## config.mk

```make
export PLATFORM = sky130hd
export DESIGN_NAME = tdm_demux_1x8
export DESIGN_NICKNAME = d
export VERILOG_FILES = /design/src/rtl/tdm_pkg.sv /design/src/rtl/tdm_slot_ctr.sv /design/src/rtl/tdm_demux_1x8.sv
export SDC_FILE = /design/constraint.sdc
export NUM_CORES = 1
export LEC_CHECK = 0
export ABC_AREA = 1
export BUFFER_PORTS_ARGS = -buffer_cell sky130_fd_sc_hd__buf_2
export CAP_MARGIN = 15
export CORE_MARGIN = 3
export CORE_UTILIZATION = 43
export DETAILED_ROUTE_END_ITERATION = 6
export GPL_ROUTABILITY_DRIVEN = 0
export PLACE_DENSITY = 0.67
export SETUP_SLACK_MARGIN = 0.02
export SYNTH_ARGS = -nofsm -noshare
export SYNTH_HDL_FRONTEND = slang
export SYNTH_HIERARCHICAL = 1
export SYNTH_SLANG_ARGS = --single-unit
```

## constraint.sdc

```tcl
create_clock -name clk -period 1.98 [get_ports clk]
set_input_delay 0.198 -clock clk [delete_from_list [all_inputs] [get_ports clk]]
set_output_delay 0.198 -clock clk [all_outputs]
set_load 0.01 [all_outputs]
```

## src/rtl/tdm_pkg.sv

```systemverilog
// rtl/tdm_pkg.sv - shared constants and state type for the 1x8 TDM demultiplexer
package tdm_pkg;

    localparam int NUM_SLOTS = 8;
    localparam int SLOT_W    = 3;

    typedef enum logic {
        HUNT   = 1'b0,
        LOCKED = 1'b1
    } tdm_state_t;

endpackage

```

## src/rtl/tdm_slot_ctr.sv

```systemverilog
// rtl/tdm_slot_ctr.sv - modulo-8 slot counter with frame-sync reload
module tdm_slot_ctr
    import tdm_pkg::*;
(
    input  logic              clk,
    input  logic              rst,
    input  logic              en,
    input  logic              load0,
    output logic [SLOT_W-1:0] slot,
    output logic              wrap
);

    // A reload means the current sample is slot 0, so the next one is slot 1.
    always_ff @(posedge clk or posedge rst) begin
        if (rst) begin
            slot <= '0;
        end else if (load0) begin
            slot <= SLOT_W'(1);
        end else if (en) begin
            slot <= slot + SLOT_W'(1);
        end
    end

    assign wrap = en & ~load0 & (slot == SLOT_W'(NUM_SLOTS - 1));

endmodule

```

## src/rtl/tdm_demux_1x8.sv

```systemverilog
// rtl/tdm_demux_1x8.sv - serial TDM stream to registered 8-slot parallel frame
module tdm_demux_1x8
    import tdm_pkg::*;
#(
    parameter int WIDTH = 1
) (
    input  logic                   clk,
    input  logic                   rst,
    input  logic [WIDTH-1:0]       in,
    input  logic                   en,
    input  logic                   sync,
    output logic [8*WIDTH-1:0]     out,
    output logic                   valid,
    output logic [SLOT_W-1:0]      slot,
    output logic                   locked,
    output logic                   sync_err
);

    tdm_state_t         state_q;
    tdm_state_t         state_d;
    logic [WIDTH-1:0]   shadow [NUM_SLOTS];
    logic [8*WIDTH-1:0] frame_d;
    logic [SLOT_W-1:0]  wr_idx;
    logic               cap;
    logic               load0;
    logic               wrap;
    logic               err_d;

    assign load0 = en & sync;

    tdm_slot_ctr u_slot_ctr (
        .clk   (clk),
        .rst   (rst),
        .en    (cap),
        .load0 (load0),
        .slot  (slot),
        .wrap  (wrap)
    );

    always_comb begin
        state_d = state_q;
        cap     = 1'b0;
        err_d   = 1'b0;
        wr_idx  = slot;
        if (en) begin
            if (sync) begin
                state_d = LOCKED;
                cap     = 1'b1;
                wr_idx  = '0;
                err_d   = (state_q == LOCKED) && (slot != '0);
            end else if (state_q == LOCKED) begin
                cap = 1'b1;
            end
        end
    end

    // The final slot goes straight from the input so out updates on the slot-7 edge.
    always_comb begin
        frame_d = '0;
        for (int k = 0; k < NUM_SLOTS - 1; k++) begin
            frame_d[k*WIDTH +: WIDTH] = shadow[k];
        end
        frame_d[(NUM_SLOTS-1)*WIDTH +: WIDTH] = in;
    end

    always_ff @(posedge clk or posedge rst) begin
        if (rst) begin
            state_q  <= HUNT;
            out      <= '0;
            valid    <= 1'b0;
            sync_err <= 1'b0;
            for (int k = 0; k < NUM_SLOTS; k++) begin
                shadow[k] <= '0;
            end
        end else begin
            state_q  <= state_d;
            valid    <= wrap;
            sync_err <= err_d;
            if (cap) begin
                shadow[wr_idx] <= in;
            end
            if (wrap) begin
                out <= frame_d;
            end
        end
    end

    assign locked = (state_q == LOCKED);

endmodule

```

## Yosys cells after proc, flatten, opt, wreduce, memory -nomap -nowiden

Cells that the tools add are included.

| storage, ports and cells | value |
|---|---|
| bits in registers | 22 |
| output and inout bits | 14 |
| input bits | 5 |
| word-level logic and storage cells | 39 |

| operators by class | value |
|---|---|
| reduce and logical (&&, ||, !) cells | 5 |
| mux-type cells | 12 |
| bitwise logic cells | 5 |
| order comparisons | 2 |
| $add $sub $neg | 1 |
| equal/unequal tests | 1 |

Operator list:

| operator | count |
|---|---|
| $mux W3 | 4 |
| $bwmux W8 | 1 |
| $mux W1 | 6 |
| $ge A4 B4 Y1 const B | 1 |
| $lt A4 B1 Y1 const B | 1 |
| $not A3 Y4 | 1 |
| $add A3 B1 Y3 const B | 1 |
| $and A1 B1 Y1 | 3 |
| $demux W1 S3 | 1 |
| $eq A3 B3 Y1 const B | 1 |
| $reduce_bool A3 Y1 | 1 |
| $logic_and A1 B1 Y1 | 2 |
| $reduce_and A2 Y1 | 1 |
| $reduce_bool A2 Y1 | 1 |
| $not A1 Y1 | 1 |

## Depth between registers and ports, before layout

| logic depth | value |
|---|---|
| depth in word-level cells | 8 |
| depth in mapped cells | 7 |

## By module

Netlist, hierarchy kept.

By module, submodules not included:

| module | sequential area each (um^2) | instances | cells each | area an instance (um^2) |
|---|---|---|---|---|
| tdm_demux_1x8 | 450.4 | 1 | 78 | 767.0 |
| tdm_slot_ctr | 75.1 | 1 | 20 | 165.2 |

## Worst setup path before layout

OpenSTA, ideal clock, no wires.

| path | value |
|---|---|
| path type | register -> register |
| start | reg u_slot_ctr.slot[1] |
| end | reg out[0] |
| library setup time | 125 ps |
| setup slack | 378 ps |
| stages on the path, launching flop included | 7 |
| period minus slack after synthesis | 1602 ps |
| buffers on the path | 1 |
| arrival time | 1477 ps |
| cell sequence | dfrtp_1 > ha_1 > ha_1 > inv_1 > nor2_1 > buf_2 > mux2_2 |

| on the way | value |
|---|---|
| cells in the longest elaborated chain, start to end | 2 |

RTL lines:

| what | RTL line | RTL |
|---|---|---|
| start, declared | tdm_slot_ctr.sv:9 | `output logic [SLOT_W-1:0] slot,` |
| start signal, assigned | tdm_slot_ctr.sv:20 | `slot <= slot + SLOT_W'(1);` |
| $eq A3 B3 Y1 | tdm_slot_ctr.sv:24 | `assign wrap = en & ~load0 & (slot == SLOT_W'(NUM_SLOTS - 1));` |
| $and A1 B1 Y1 | tdm_slot_ctr.sv:24 |  |
| net wrap | tdm_demux_1x8.sv:26 | `logic wrap;` |
| end signal, assigned | tdm_demux_1x8.sv:83 | `out <= frame_d;` |
| end, declared | tdm_demux_1x8.sv:12 | `output logic [8*WIDTH-1:0] out,` |

The timed path passes the listed nets, and every way through them passes these cells.
A chain may end at the register's enable or synchronous reset.

## Worst setup path in the final report

| path | value |
|---|---|
| start | reg u_slot_ctr.slot[1] |
| end | reg out[7] |

The elaborated chain is that of the path after synthesis.

==> flow_metrics.py <==
metrics = {
    "layout": {
        "nets": 128,
        "fin_util_pct": 54.4,
        "nFillCells": 201,
        "insertedDiodeCount": 0,
        "drive_gt1_share_pct": 30.0,
        "regArea_um2": 526,
        "multiInputGateArea_um2": 363,
        "area_delta_synth_final_pct": 16.9,
    },
    "yosys": {
        "avgSynthCellArea_um2": 9.51,
        "syn_nets": 105,
        "synth-compound-area-share_pct": 2.28,
        "syn_area_um2": 932,
        "ys_seq_elements": 21,
        "synth_cell_types": 14,
        "seq_area_frac_synth_pct": 56.4,
        "synth_cells": 98,
        "ys_warn_count": 6,
        "synthXorXnorAreaFrac_pct": 0,
        "synthSimpleGateAreaFrac_pct": 24.3,
        "synthAdderAreaFrac_pct": 2.68,
        "yosys-mux-area-fraction_pct": 9.66,
        "synth_top_family_by_area": "simple AND/OR/NAND/NOR gates",
    },
    "floorplan": {
        "die_w_um": 52.6,
        "top_level_ports": 19,
        "rows": 16,
        "start_util_pct": 46.6,
        "core_area_um2": 2000,
        "dieHeight_um": 52.6,
        "die_area_um2": 2760,
    },
    "setup_path": {
        "slowest_delay_ns": 0.50,
        "cp.buffers_inverters": 2,
        "cp-end-kind": "register",
        "cp_common_cell": "ha_1",
        "critPathKind": "reg -> reg",
        "worst_r2r_path_depth": 6,
        "crit_slowest_cell": "dfrtp_1",
        "critPathMaxFanout": 9,
        "crit_chain": "ha_1, ha_1, inv_1, nor2_1, buf_4, mux2_2",
        "cp_top_family": "flip-flops",
        "crit_arrival_ns": 1.79,
        "startpoint_type": "register",
        "r2r_slack_ns": 0.38,
        "worstPathRequired_ns": 2.17,
        "r2r_start": "u_slot_ctr/slot[1]",
        "r2r-end": "out[7]",
    },
    "timing": {
        "fin_worst_skew_ns": 0.00634,
        "fmax_mhz": 623,
        "rsz0062_at_grt": "false",
        "period_minus_slack_ns": 1.60,
        "report.final.slew_viol_count": 0,
        "post-route-period-util_pct": 81.0,
        "finalSetupViolations": 0,
        "worst_slew_pin_slew_ns": 0.645,
        "hold_violations": 0,
        "fin_setup_tns_ns": 0,
        "slew_headroom_pct": 57.0,
        "whs_ns": 0.212,
    },
    "grt": {
        "antenna_found_initial": 0,
        "grt_max_degree": 19,
        "grt_pass1_wl_mm": 2.77,
        "grt_overflow": 0,
        "grt_pass1_vias": 635,
        "grt_usage_pct": 13.6,
    },
    "clocking": {
        "cts_tree": "built",
        "clock_sinks": 21,
        "clk_pin_slew_ns": 0.12,
        "clockRootBuffer": "clkbuf_4",
        "clock_latency_ns": 0.29,
        "clock_path_buffers": 2,
        "htreeDepth": 1,
        "cts_made_buffers": 3,
        "cts_setup_buffers": 0,
    },
    "pwr": {
        "leakage_nw": 0.618,
        "fin_total_pwr_mw": 1.34,
        "peakVddDrop_v": 0.000804,
        "powerDensity_nw_per_um2": 1230,
    },
    "route": {
        "dr.pass1.iters": 3,
        "drtIter0Drc": 11,
        "wirelength_mm": 1.60,
        "wire_per_inst_um": 10.9,
        "vias": 682,
        "drc": 0,
        "ant_nets": 0,
        "via_per_inst": 4.64,
    },
    "run_status": {
        "status": "finished clean",
    },
    "worst_hold_path": {
        "hold_depth": 3,
        "min_from": "in",
        "worstHoldEndpoint": "frame_d[4]",
        "hold_path_class": "in -> reg",
    },
    "flow_run": {
        "cap_violations": 0,
    },
    "placed_design": {
        "dp_hpwl_mm": 1.25,
        "portBuffers": 18,
    },
}
-- power breakdown --
group	switching (mW)	total, mW	internal, mW
logic	0.234	0.438	0.204
registers	0.114	0.696	0.581
clock network	0.125	0.203	0.0783
total	0.473	1.34	0.863
-- worst reg2reg max path, delay by kind of cell, from the launching register on --
kind / cells / cell delay [ns]
adders and majority gates: 2 / 0.34
muxes: 1 / 0.35
DFF: 1 / 0.50
and+or+nand+nor: 1 / 0.09
buffers and inverters: 2 / 0.22
-- flip-flops by register name (all words and copies together) (netlist names) --
| name | cells |
|---|---|
| frame_d | 7 |
| valid | 1 |
| sync_err | 1 |
| out | 8 |
| u_slot_ctr/slot | 3 |
| locked | 1 |
-- logic make-up after synthesis --
family | Yosys count
AND/OR/NAND/NOR | 53
adder cells (fa/ha/maj) | 2
buffers and inverters | 11
multiplexers | 8
AO/OA/AOI/OAI | 3
flip-flops | 21
-- cells in the final DEF, fill, tap and decap left out, types with 2 or more instances in the layout --
master     n
buf_2     18
clkbuf_4   3
dfrtp_1   21
ha_1       2
inv_1      9
mux2_2     8
nand2_1   33
nand2_2    2
nand3_1   10
nor2_1     3
nor2_2     3
nor3_1     2
-- synth_stat cells --
master / n / share of area [%]
buf_2: 2 / 1.1
dfrtp_1: 21 / 56
ha_1: 2 / 2.7
inv_1: 9 / 3.6
mux2_2: 8 / 9.7
nand2_1: 33 / 13
nand2_2: 2 / 1.3
nand3_1: 10 / 5.4
nor2_1: 3 / 1.2
nor2_2: 3 / 2.0
nor3_1: 2 / 1.1
o21ai_0: 1 / 0.54
o21ai_2: 1 / 0.94
o21bai_1: 1 / 0.81
-- final cells by class --
cell class	instances	share of cell area [%]
flip-flops and latches	21	48.2
multi-input cells	66	33.3
repair buffers	20	9.87
inverters	9	3.10
clock buffers	4	2.41
well taps	27	3.10
-- per-layer routing --
metal,vias to the layer above,track usage [%],share of wire [%]
li1,358,-,-
met1,311,17.2,47
met2,11,22.9,49
met3,2,2.56,3.4
met4,0,5.11,1.1
met5,-,0,0
-- what timing repair did --
action / CTS / global route
hold buffers: 1 / 0
resized for setup: 0 / 0
hold endpoints to repair: 3 / 0
-- worst max path at each step --
stage	slack, ns	endpoint	cells after the start	from
3_3_place_gp	0.44	out[0]	6	u_slot_ctr/slot[1]
5_1_grt	0.28	out[5]	6	u_slot_ctr/slot[1]
4_1_cts	0.36	out[7]	6	u_slot_ctr/slot[1]
2_1_floorplan	0.38	out[0]	6	u_slot_ctr/slot[1]
3_5_place_dp	0.37	out[7]	6	u_slot_ctr/slot[1]
6_report	0.38	out[7]	6	u_slot_ctr/slot[1]
-- through the flow --
step	setup slack, ns	cells	cell area [um2]
detailed placement	0.374	142	1050
floorplan	0.378	98	932
global placement	0.443	142	1050
finish	0.376	147	1090
CTS	0.359	147	1090
global route	0.281	147	1090
Power figures use the tool's default switching activity.
